[src/rtl/tmr_lane_monitor.sv]
// rtl/tmr_lane_monitor.sv - triplicated-bus splitter with majority vote and per-lane health tracking
//
// Splits a 3*WIDTH triplicated bus into three registered lanes, votes them bitwise
// and keeps per-lane statistics: saturating error counts and an OK/SUSPECT/FAULTY
// state machine per lane.
//
// Ports:
//   clk                      rising-edge clock
//   resetn                   asynchronous active-low reset
//   vector_in[3*WIDTH-1:0]   lane0 in the low WIDTH bits, lane2 in the high WIDTH bits
//   valid_in                 vector_in is meaningful this cycle
//   clr                      synchronous clear of counters, lane FSMs and triple_fail
//   signal_out0..2           registered lanes
//   voted_out                registered bitwise majority
//   valid_out                valid_in delayed one cycle
//   mismatch[2:0]            registered: lane i differed from the majority
//   triple_fail              sticky: all three lanes pairwise different on some valid sample
//   err_cnt0..2              saturating count of valid samples where lane i mismatched
//   lane_faulty[2:0]         lane i FSM is FAULTY

module tmr_lane_monitor #(
    parameter int WIDTH  = 1,
    parameter int CNT_W  = 8,
    parameter int THRESH = 4
) (
    input  logic               clk,
    input  logic               resetn,
    input  logic [3*WIDTH-1:0] vector_in,
    input  logic               valid_in,
    input  logic               clr,
    output logic [WIDTH-1:0]   signal_out0,
    output logic [WIDTH-1:0]   signal_out1,
    output logic [WIDTH-1:0]   signal_out2,
    output logic [WIDTH-1:0]   voted_out,
    output logic               valid_out,
    output logic [2:0]         mismatch,
    output logic               triple_fail,
    output logic [CNT_W-1:0]   err_cnt0,
    output logic [CNT_W-1:0]   err_cnt1,
    output logic [CNT_W-1:0]   err_cnt2,
    output logic [2:0]         lane_faulty
);

    // Run counter only has to reach THRESH; FAULTY is sticky so it never goes past it.
    localparam int RUN_W = (THRESH < 2) ? 1 : $clog2(THRESH + 1);
    localparam logic [RUN_W-1:0] THRESH_R = RUN_W'(THRESH);
    localparam logic [RUN_W-1:0] RUN_ONE  = RUN_W'(1);
    localparam logic [CNT_W-1:0] CNT_MAX  = '1;

    typedef enum logic [1:0] {
        ST_OK      = 2'd0,
        ST_SUSPECT = 2'd1,
        ST_FAULTY  = 2'd2
    } lane_state_t;

    logic [2:0][WIDTH-1:0] lane;
    logic [WIDTH-1:0]      voted_c;
    logic [2:0]            mism_c;
    logic                  triple_c;
    logic [2:0][WIDTH-1:0] lane_q;
    logic [3*CNT_W-1:0]    cnt_all;

    assign lane = vector_in;

    always_comb begin
        voted_c = (lane[0] & lane[1]) | (lane[1] & lane[2]) | (lane[0] & lane[2]);
        for (int i = 0; i < 3; i++) begin
            mism_c[i] = |(lane[i] ^ voted_c);
        end
        triple_c = (lane[0] != lane[1]) && (lane[1] != lane[2]) && (lane[0] != lane[2]);
    end

    // Data path: ignores clr, holds on invalid cycles.
    always_ff @(posedge clk or negedge resetn) begin
        if (!resetn) begin
            lane_q    <= '0;
            voted_out <= '0;
            mismatch  <= '0;
            valid_out <= 1'b0;
        end else begin
            valid_out <= valid_in;
            if (valid_in) begin
                lane_q    <= lane;
                voted_out <= voted_c;
                mismatch  <= mism_c;
            end
        end
    end

    assign signal_out0 = lane_q[0];
    assign signal_out1 = lane_q[1];
    assign signal_out2 = lane_q[2];

    always_ff @(posedge clk or negedge resetn) begin
        if (!resetn) begin
            triple_fail <= 1'b0;
        end else if (clr) begin
            triple_fail <= 1'b0;
        end else if (valid_in && triple_c) begin
            triple_fail <= 1'b1;
        end
    end

    for (genvar g = 0; g < 3; g++) begin : g_lane
        lane_state_t      state_q, state_d;
        logic [RUN_W-1:0] run_q, run_d;
        logic [CNT_W-1:0] cnt_q;

        always_ff @(posedge clk or negedge resetn) begin
            if (!resetn) begin
                cnt_q <= '0;
            end else if (clr) begin
                cnt_q <= '0;
            end else if (valid_in && mism_c[g] && (cnt_q != CNT_MAX)) begin
                cnt_q <= cnt_q + 1'b1;
            end
        end

        always_ff @(posedge clk or negedge resetn) begin
            if (!resetn) begin
                state_q <= ST_OK;
                run_q   <= '0;
            end else if (clr) begin
                state_q <= ST_OK;
                run_q   <= '0;
            end else begin
                state_q <= state_d;
                run_q   <= run_d;
            end
        end

        always_comb begin
            state_d = state_q;
            run_d   = run_q;
            if (valid_in) begin
                case (state_q)
                    ST_OK: begin
                        if (mism_c[g]) begin
                            run_d   = RUN_ONE;
                            state_d = (THRESH == 1) ? ST_FAULTY : ST_SUSPECT;
                        end
                    end
                    ST_SUSPECT: begin
                        if (mism_c[g]) begin
                            run_d = run_q + 1'b1;
                            if (run_d == THRESH_R) begin
                                state_d = ST_FAULTY;
                            end
                        end else begin
                            run_d   = '0;
                            state_d = ST_OK;
                        end
                    end
                    ST_FAULTY: begin
                        state_d = ST_FAULTY;
                    end
                    default: begin
                        state_d = ST_OK;
                        run_d   = '0;
                    end
                endcase
            end
        end

        assign lane_faulty[g]                 = (state_q == ST_FAULTY);
        assign cnt_all[g*CNT_W +: CNT_W]      = cnt_q;
    end

    assign err_cnt0 = cnt_all[0*CNT_W +: CNT_W];
    assign err_cnt1 = cnt_all[1*CNT_W +: CNT_W];
    assign err_cnt2 = cnt_all[2*CNT_W +: CNT_W];

endmodule

[config.mk]
export PLATFORM = sky130hd
export DESIGN_NAME = tmr_lane_monitor
export DESIGN_NICKNAME = d
export VERILOG_FILES = /design/src/rtl/tmr_lane_monitor.sv
export SDC_FILE = /design/constraint.sdc
export NUM_CORES = 1
export LEC_CHECK = 0
export BUFFER_PORTS_ARGS = -buffer_cell sky130_fd_sc_hd__buf_2
export CAP_MARGIN = 20
export CORE_MARGIN = 5
export CORE_UTILIZATION = 55
export CTS_BUF_LIST = sky130_fd_sc_hd__clkbuf_8
export DETAILED_ROUTE_END_ITERATION = 7
export PLACE_DENSITY = 0.83
export SKIP_CTS_REPAIR_TIMING = 1
export SLEW_MARGIN = 5
export SYNTH_ARGS = -nofsm -noshare
export SYNTH_HDL_FRONTEND = slang
export SYNTH_SLANG_ARGS = --single-unit
export TNS_END_PERCENT = 1
[constraint.sdc]
create_clock -name clk -period 4 [get_ports clk]
set_input_delay 0.4 -clock clk [delete_from_list [all_inputs] [get_ports clk]]
set_output_delay 0.4 -clock clk [all_outputs]
set_load 0.05 [all_outputs]
==> After elaboration in Yosys (flattened, before gate mapping) <==
Cells that the tools add are included.
{ "classes": {"n_addsub": 6, "n_eq_ne": 24, "mux": 41, "n_bitwise": 8, "n_reduce_logical": 23} }
{ "op_table": {"columns": ["operator", "count"], "rows": [
  ["8-bit two-way mux", 6],
  ["3-bit two-way mux", 12],
  ["2-bit two-way mux", 15],
  ["3-bit one-hot mux with 3 select lines", 3],
  ["8-bit by 1-bit adder with 8-bit output, second input constant", 3],
  ["8-bit != test, second input constant", 3],
  ["2-bit one-hot mux with 3 select lines", 3],
  ["3-bit AND reduction", 6],
  ["4-bit != test, second input constant", 3],
  ["2-bit nonzero test", 5],
  ["3-bit by 1-bit adder with 3-bit output, second input constant", 3],
  ["3-bit == test, second input constant", 3],
  ["1-bit logical AND", 9],
  ["3-bit != test, second input constant", 3],
  ["2-bit by 1-bit == test with 1-bit output, second input constant", 3],
  ["2-bit == test, second input constant", 3],
  ["2-bit zero test", 3],
  ["2-bit != test, second input constant", 3],
  ["1-bit bitwise AND", 3],
  ["1-bit != test", 3],
  ["1-bit XOR", 3],
  ["1-bit two-way mux", 2],
  ["1-bit OR", 2]
]} }
{ "word_totals": {"ff_bits": 48, "input_bits": 7, "output_inout_bits": 36, "elab_cells": 118} }

==> Depth between registers and ports, before layout <==
Gate-level depths: netlist (run 1).
{ "depth": {"ltp_word": 8, "mapped_depth": 6, "ltp_nobuf": 5} }

==> Least setup slack after synthesis (run 1) <==
No wires, ideal clock.
{ "synth_path": {"path_type": "input to register", "from": "input vector_in[1]", "to": "register g_lane[0].cnt_q[7] (netlist: err_cnt0[7])", "setup_ps": 125, "arrival_time_ps": 2144, "required_ps": 3875, "setup_slack_ps": 1731, "cell_stages": 5, "n_path_buf": 0, "path_cell_list": "ha_1 > o31a_1 > or3_4 > or4_4 > mux2_4"} }
{ "synth_via": {"elab_chain_cells": 7, "word_cells_on_any_way": 8, "classes_between": "5 x bitwise; 3 x reduce/logical"} }
{ "synth_lines": {"columns": ["item", "line", "source"], "rows": [
  ["from (decl)", "28", "input logic [3*WIDTH-1:0] vector_in,"],
  ["1-bit bitwise AND", "66", "voted_c = (lane[0] & lane[1]) | (lane[1] & lane[2]) | (lane[0] & lane[2]);"],
  ["1-bit OR (*) (2 in series)", "66", null],
  ["1-bit XOR (*)", "68", "mism_c[i] = |(lane[i] ^ voted_c);"],
  ["1-bit logical AND (*) (2 in series)", "114", "end else if (valid_in && mism_c[g] && (cnt_q != CNT_MAX)) begin"],
  ["2-bit nonzero test (no line) (*)", null, null],
  ["to (signal assigned)", "115", "cnt_q <= cnt_q + 1'b1;"],
  ["to (decl)", "107", "logic [CNT_W-1:0] cnt_q;"]
]} }
Every way passes the cells marked *; elsewhere a longest branch is shown, timed or not.
A chain may end at the register's enable or synchronous reset.

==> Worst setup path after layout (run 1) <==
{ "layout_path": {"from": "input valid_in", "to": "register g_lane[0].cnt_q[7] (netlist: err_cnt0[7])"} }
{ "layout_via": {"elab_chain_cells": 3} }
{ "layout_lines": {"columns": ["item", "line", "source"], "rows": [
  ["from (decl)", "29", "input logic valid_in,"],
  ["1-bit logical AND (2 in series)", "114", null],
  ["2-bit nonzero test (no line)", null, null]
]} }
No other way between the ends.

==> impl_metrics.tcl, run 1 <==
set metrics [dict create \
    worstPathRequired_ps 4200 \
    drv_slew 0 \
    worst_slew_pin_slew_ps 801 \
    utilization_pct 64.7 \
    grt_overflow 0 \
    routed_wl_um 5640 \
    period_minus_slack_ps 2260 \
    ys_seq_elements 48 \
    final_nets 336 \
    grt_setup_unrepaired "false" \
    syn-mean-instance-area_um2 9.59 \
    pwr-share-comb_pct 15.5 \
    worst_ep_arrival_time_ps 2460 \
    cap_violations 0 \
    slowest_stage "or4_4" \
    place_area_um2 2910 \
    antenna_left 0 \
    core_area_um2 4690 \
    yosys.area.top_type "dfrtp_1" \
    p_sw_mw 0.308 \
    grt_max_degree 49 \
    cellLeakagePower_nw 1.39 \
    dieArea_um2 6320 \
    status "complete, no violations" \
    cp-startpoint "valid_in" \
    design_area_um2 3040 \
    worstSkewPairLatency_ps 310 \
    intPower_mw 0.771 \
    cts_tree "yes" \
    num_rows 25 \
    synth-seq-area-share_pct 45.2 \
    synth_nets 296 \
    syn_inst 277 \
    fin_skew_ps 2.65 \
    syn-cell-area_um2 2660 \
    yosysWarningCount 0 \
    reg2reg_from "err_cnt0[0]" \
    cp_num_buf_inv 2 \
    setup_viol 0 \
    cts.path.max_buffers 2 \
    drt_iter0_drc 111 \
    cts.clk_slew.worst_paths_ps 90 \
    ir_worst_vdd_uv 263 \
    drive_gt1_share_pct 20.8 \
    track_usage_pct 19.4 \
    antenna_found_initial 0 \
    gp_congestion 0.823 \
    detailedPlace.worstSlack_ps 1430 \
    num_vias 2249 \
    clock_sinks 48 \
    root_buffer "clkbuf_8" \
    fin_crit_sh_pct 56.5 \
    power.density_nw_per_um2 355 \
    critical_path_class "in2reg" \
    synth_area_leaders "dfrtp_1, ha_1, a21oi_1" \
    cpPeakStageDelay_ps 540 \
    ys.flop_type "dfrtp_1" \
    dpl.hpwl_um 3790 \
    hold_viol 0 \
    vias_per_cell 6.05 \
    die_height_um 79.5 \
    yosysUniqueCellTypes 40 \
    start_util_pct 56.6 \
    power.share.switching_pct 28.5 \
    crit_family "simple AND/OR/NAND/NOR gates" \
    syn_to_final_growth_pct 14.2 \
    async_flop_share_pct 100 \
    cts_made_buffers 5 \
    first_pass_iters 5 \
    io-pin-count 43 \
    synth-edff-count 0 \
    power_frac_seq_pct 48.7 \
    max_freq_ghz 0.442 \
    antenna_cells 0 \
    crit_fanout 33 \
    p_clk_share_pct 35.8 \
    htreeDepth 2 \
    drc_errors 0 \
    wire_per_inst_um 15.2 \
    critPathLaunchType "input pin" \
    fin_tns_setup_ps 0 \
    port_buffers 42 \
    hp-class "in2async" \
    die_w_um 79.5 \
    critPathCaptureType "flop" \
    slew_headroom_pct 46.6 \
    grt_pass1_wl_um 9830 \
    setup_ws_ps 1740 \
    first_global_vias 2095 \
    synth_top_cell_area_share_pct 45.2 \
    crit_chain "buf_2 -> inv_1 -> or3_4 -> or4_4 -> mux2_4" \
]
synthesized netlist by cell type, types with 8 or more instances:
cell type	count
dfrtp_1	48
a21oi_1	27
nand2_1	24
nand3_1	20
nor2_1	14
ha_1	12
nor2b_1	12
inv_1	9
mux2_2	9
o21ai_0	9
or4_1	9
clkbuf_1	8
mux2i_1	8
metrics by stage:
step	power, mW	std cells	hold WS (ps)
final	1.08	372	170
after global placement	0.699	364	488
after floorplan	0.653	277	104
after global routing	1.13	372	231
after CTS	1.08	372	208
after detailed placement	0.703	364	469
cell type report:
type                            instances  area, µm²
Sequential cell                        48       1200
Inverter                               10       37.5
Multi-Input combinational cell        208       1380
Clock inverter                          1       30.0
Tap cell                               54       67.6
Fill cell                             374       1660
Clock buffer                            7       96.3
Timing Repair Buffer                   44        225
logic make-up (layout without fill, tap and decap cells):
group	Yosys count	after routing	synth area share, %
muxes	18	18	7.39
and+or+nand+nor	109	109	21.8
AOI/OAI and AO/OA	66	66	16.0
adders and majority gates	12	12	5.65
buffers and inverters	21	62	2.97
DFF	48	48	45.2
xor gates and xnor gates	3	3	0.989
path summary, 6_finish.rpt:
path,endpoint,depth (start not counted),slack (ps)
max,err_cnt0[7],5,1740
min,err_cnt1[5],2,170
max reg2reg,err_cnt0[5],5,2100
min reg2reg,signal_out1,1,500
max in group asynchronous,g_lane[0].run_q[1],2,3440
min in group clk,signal_out2,2,400
cell usage in the layout (no fill, tap or decap), types with 2 or more instances in the layout:
cell type  instances
or2_2              2
dfrtp_1           48
a211oi_1           2
a21oi_1           27
mux2_2             9
xor2_1             3
inv_1              9
nand4_1            7
nor2b_1           12
a311oi_1           3
a21o_1             3
nand3_1           20
o211ai_1           3
o31ai_1            7
buf_4              2
clkbuf_8           7
ha_1              12
or3_1              5
mux2i_1            8
nor2_1            14
buf_2             42
o41ai_1            4
nand4b_1           2
o21ai_0            9
nor3_1             6
o311ai_0           2
o31a_1             2
or4_1              9
nand2_1           24
nor4_1             3
power by group through the flow:
stage | clock network [mW] | logic (mW) | registers (mW)
2_1_floorplan | 0 | 0.0745 | 0.578
6_report | 0.386 | 0.167 | 0.525
5_1_grt | 0.412 | 0.185 | 0.529
3_3_place_gp | 0 | 0.164 | 0.535
4_1_cts | 0.389 | 0.169 | 0.525
3_5_place_dp | 0 | 0.168 | 0.535
state kept, by name (all words and copies together), names as in the netlist, 3 cells and up:
name,flops
g_lane.state_q,6
err_cnt2,8
err_cnt1,8
g_lane.run_q,9
err_cnt0,8
mismatch,3
per-layer routing:
| layer | track usage (%) | wire (µm) | vias to the layer above | share of wire [%] |
|---|---|---|---|---|
| li1 | - | - | 1116 | - |
| met1 | 25.8 | 2640 | 1081 | 47 |
| met2 | 31.1 | 2660 | 47 | 47 |
| met5 | 0 | 0 | - | 0 |
| met3 | 4.51 | 269 | 5 | 4.8 |
| met4 | 6.53 | 73 | 0 | 1.3 |
Note: power is estimated with default switching activity, not from simulation.
==> run 2, diff against run 1 <==
Clock period 4 ns to 2.2 ns, I/O delays scaled along.
==> impl_metrics.tcl, run 2 (synthesized netlist as in run 1, its figures left out) <==
set metrics [dict create \
    antenna_found_initial 0 \
    cellLeakagePower_nw 1.45 \
    cts_tree "yes" \
    slew_headroom_pct 51.0 \
    routed_wl_um 5770 \
    rrSetupSlack_ps 400 \
    p_sw_mw 0.544 \
    cts.path.max_buffers 2 \
    intPower_mw 1.27 \
    root_buffer "clkbuf_8" \
    p_clk_share_pct 29.1 \
    drc_errors 0 \
    port_buffers 42 \
    crit_fanout 3 \
    htreeDepth 2 \
    num_rows 25 \
    start_util_pct 56.6 \
    grt_pass1_wl_um 10000 \
    num_vias 2331 \
    die_w_um 79.5 \
    io-pin-count 43 \
    status "complete, no violations" \
    worstPathRequired_ps 2390 \
    pwr-share-comb_pct 18.4 \
    max_freq_ghz 0.531 \
    core_area_um2 4690 \
    drt_iter0_drc 60 \
    syn_to_final_growth_pct 17.9 \
    worst_slew_pin_slew_ps 729 \
    crit_chain "buf_2 -> ha_1 -> o31a_1 -> or3_4 -> or4_4 -> mux2_4" \
    fin_tns_setup_ps 0 \
    clock_sinks 48 \
    holdWs_ps 207 \
    period_minus_slack_ps 1880 \
    grt_overflow 0 \
    fin_crit_sh_pct 85.6 \
    grt_setup_unrepaired "false" \
    critPathLaunchType "input pin" \
    setup_viol 0 \
    final_nets 353 \
    worst_ep_arrival_time_ps 2070 \
    dpl.hpwl_um 4190 \
    fin_skew_ps 2.02 \
    layout_common_cells "dfrtp_1, buf_2, a21oi_1" \
    cts_made_buffers 5 \
    largest-register "g_lane.run_q" \
    drv_slew 0 \
    gp_congestion 0.858 \
    hold_viol 0 \
    utilization_pct 66.8 \
    largest_register_ff_count 9 \
    power.share.switching_pct 29.9 \
    antenna_cells 0 \
    wire_per_inst_um 14.8 \
    dpl.cell_count 380 \
    first_global_vias 2230 \
    critPathCaptureType "flop" \
    cap_violations 0 \
    slowest_stage "or4_4" \
    grt_max_degree 33 \
    layout.cells.non_filler 389 \
    power.density_nw_per_um2 581 \
    drive_gt1_share_pct 24.2 \
    first_pass_iters 4 \
    dieArea_um2 6320 \
    vias_per_cell 5.99 \
    final_common_cell "dfrtp_1" \
    die_height_um 79.5 \
    track_usage_pct 19.8 \
    antenna_left 0 \
    cpPeakStageDelay_ps 520 \
    hp-class "in2reg" \
    ir_worst_vdd_uv 406 \
    power_frac_seq_pct 52.5 \
    critical_path_class "in2reg" \
    worstSkewPairLatency_ps 300 \
    cts.clk_slew.worst_paths_ps 80 \
]
-- run 2: cell types whose count changed in the layout (fill, tap and decap cells not counted) --
cell           delta
inv_1             +1
buf_4            +16
clkbuf_8          -1
clkinvlp_4        +1
bufinv_16         -1
dlygate4sd3_1     +1
-- run 2: path summary, 6_finish.rpt --
path	start	end	depth (start not counted)
setup / recovery	vector_in[1]	err_cnt0[7]	6
hold / removal	vector_in[2]	signal_out2	2
setup reg to reg	err_cnt0[1]	err_cnt0[5]	5
hold reg to reg	signal_out1	signal_out1	1
max in group asynchronous	resetn	g_lane[0].run_q[2]	3
min in group asynchronous	resetn	err_cnt1[6]	2
-- run 2: area by class of cell --
class	count	area, µm²
clock buffers	6	82.6
fillers	375	1560
multi-input cells	208	1380
well taps	54	67.6
repair buffers	61	355
clock inverters	2	11.3
flip-flops and latches	48	1200
inverters	10	37.5
-- run 2: power by group through the flow --
stage	registers, mW	logic [mW]	clock network (mW)
after floorplan	1.05	0.135	0
after global placement	0.970	0.327	0
after detailed placement	0.972	0.335	0
after CTS	0.954	0.335	0.550
after global routing	0.963	0.365	0.589
final	0.955	0.334	0.530
-- run 2: per-stage QoR --
step | setup slack, ps | area (µm²) | power (mW)
final | 316 | 3130 | 1.82
after global routing | 199 | 3130 | 1.92
after detailed placement | -3.98 | 3030 | 1.31
after floorplan | 111 | 2660 | 1.19
after global placement | 15.9 | 3030 | 1.30
after CTS | 324 | 3120 | 1.84
-- run 2: metal layers --
metal / vias to the layer above / part of all wire [%] / global-route usage [%]
li1: 1147 / - / -
met1: 1108 / 43 / 25.4
met2: 70 / 50 / 32.6
met3: 6 / 5.4 / 4.51
met4: 0 / 0.92 / 7.04
met5: - / 0 / 0
-- run 2: worst max-delay path, delay by kind of cell --
family / cells / cell delay (ps)
buf+inv: 1 / 120
compound gates: 1 / 320
simple gates: 2 / 890
mux: 1 / 300
fa+ha+maj: 1 / 220
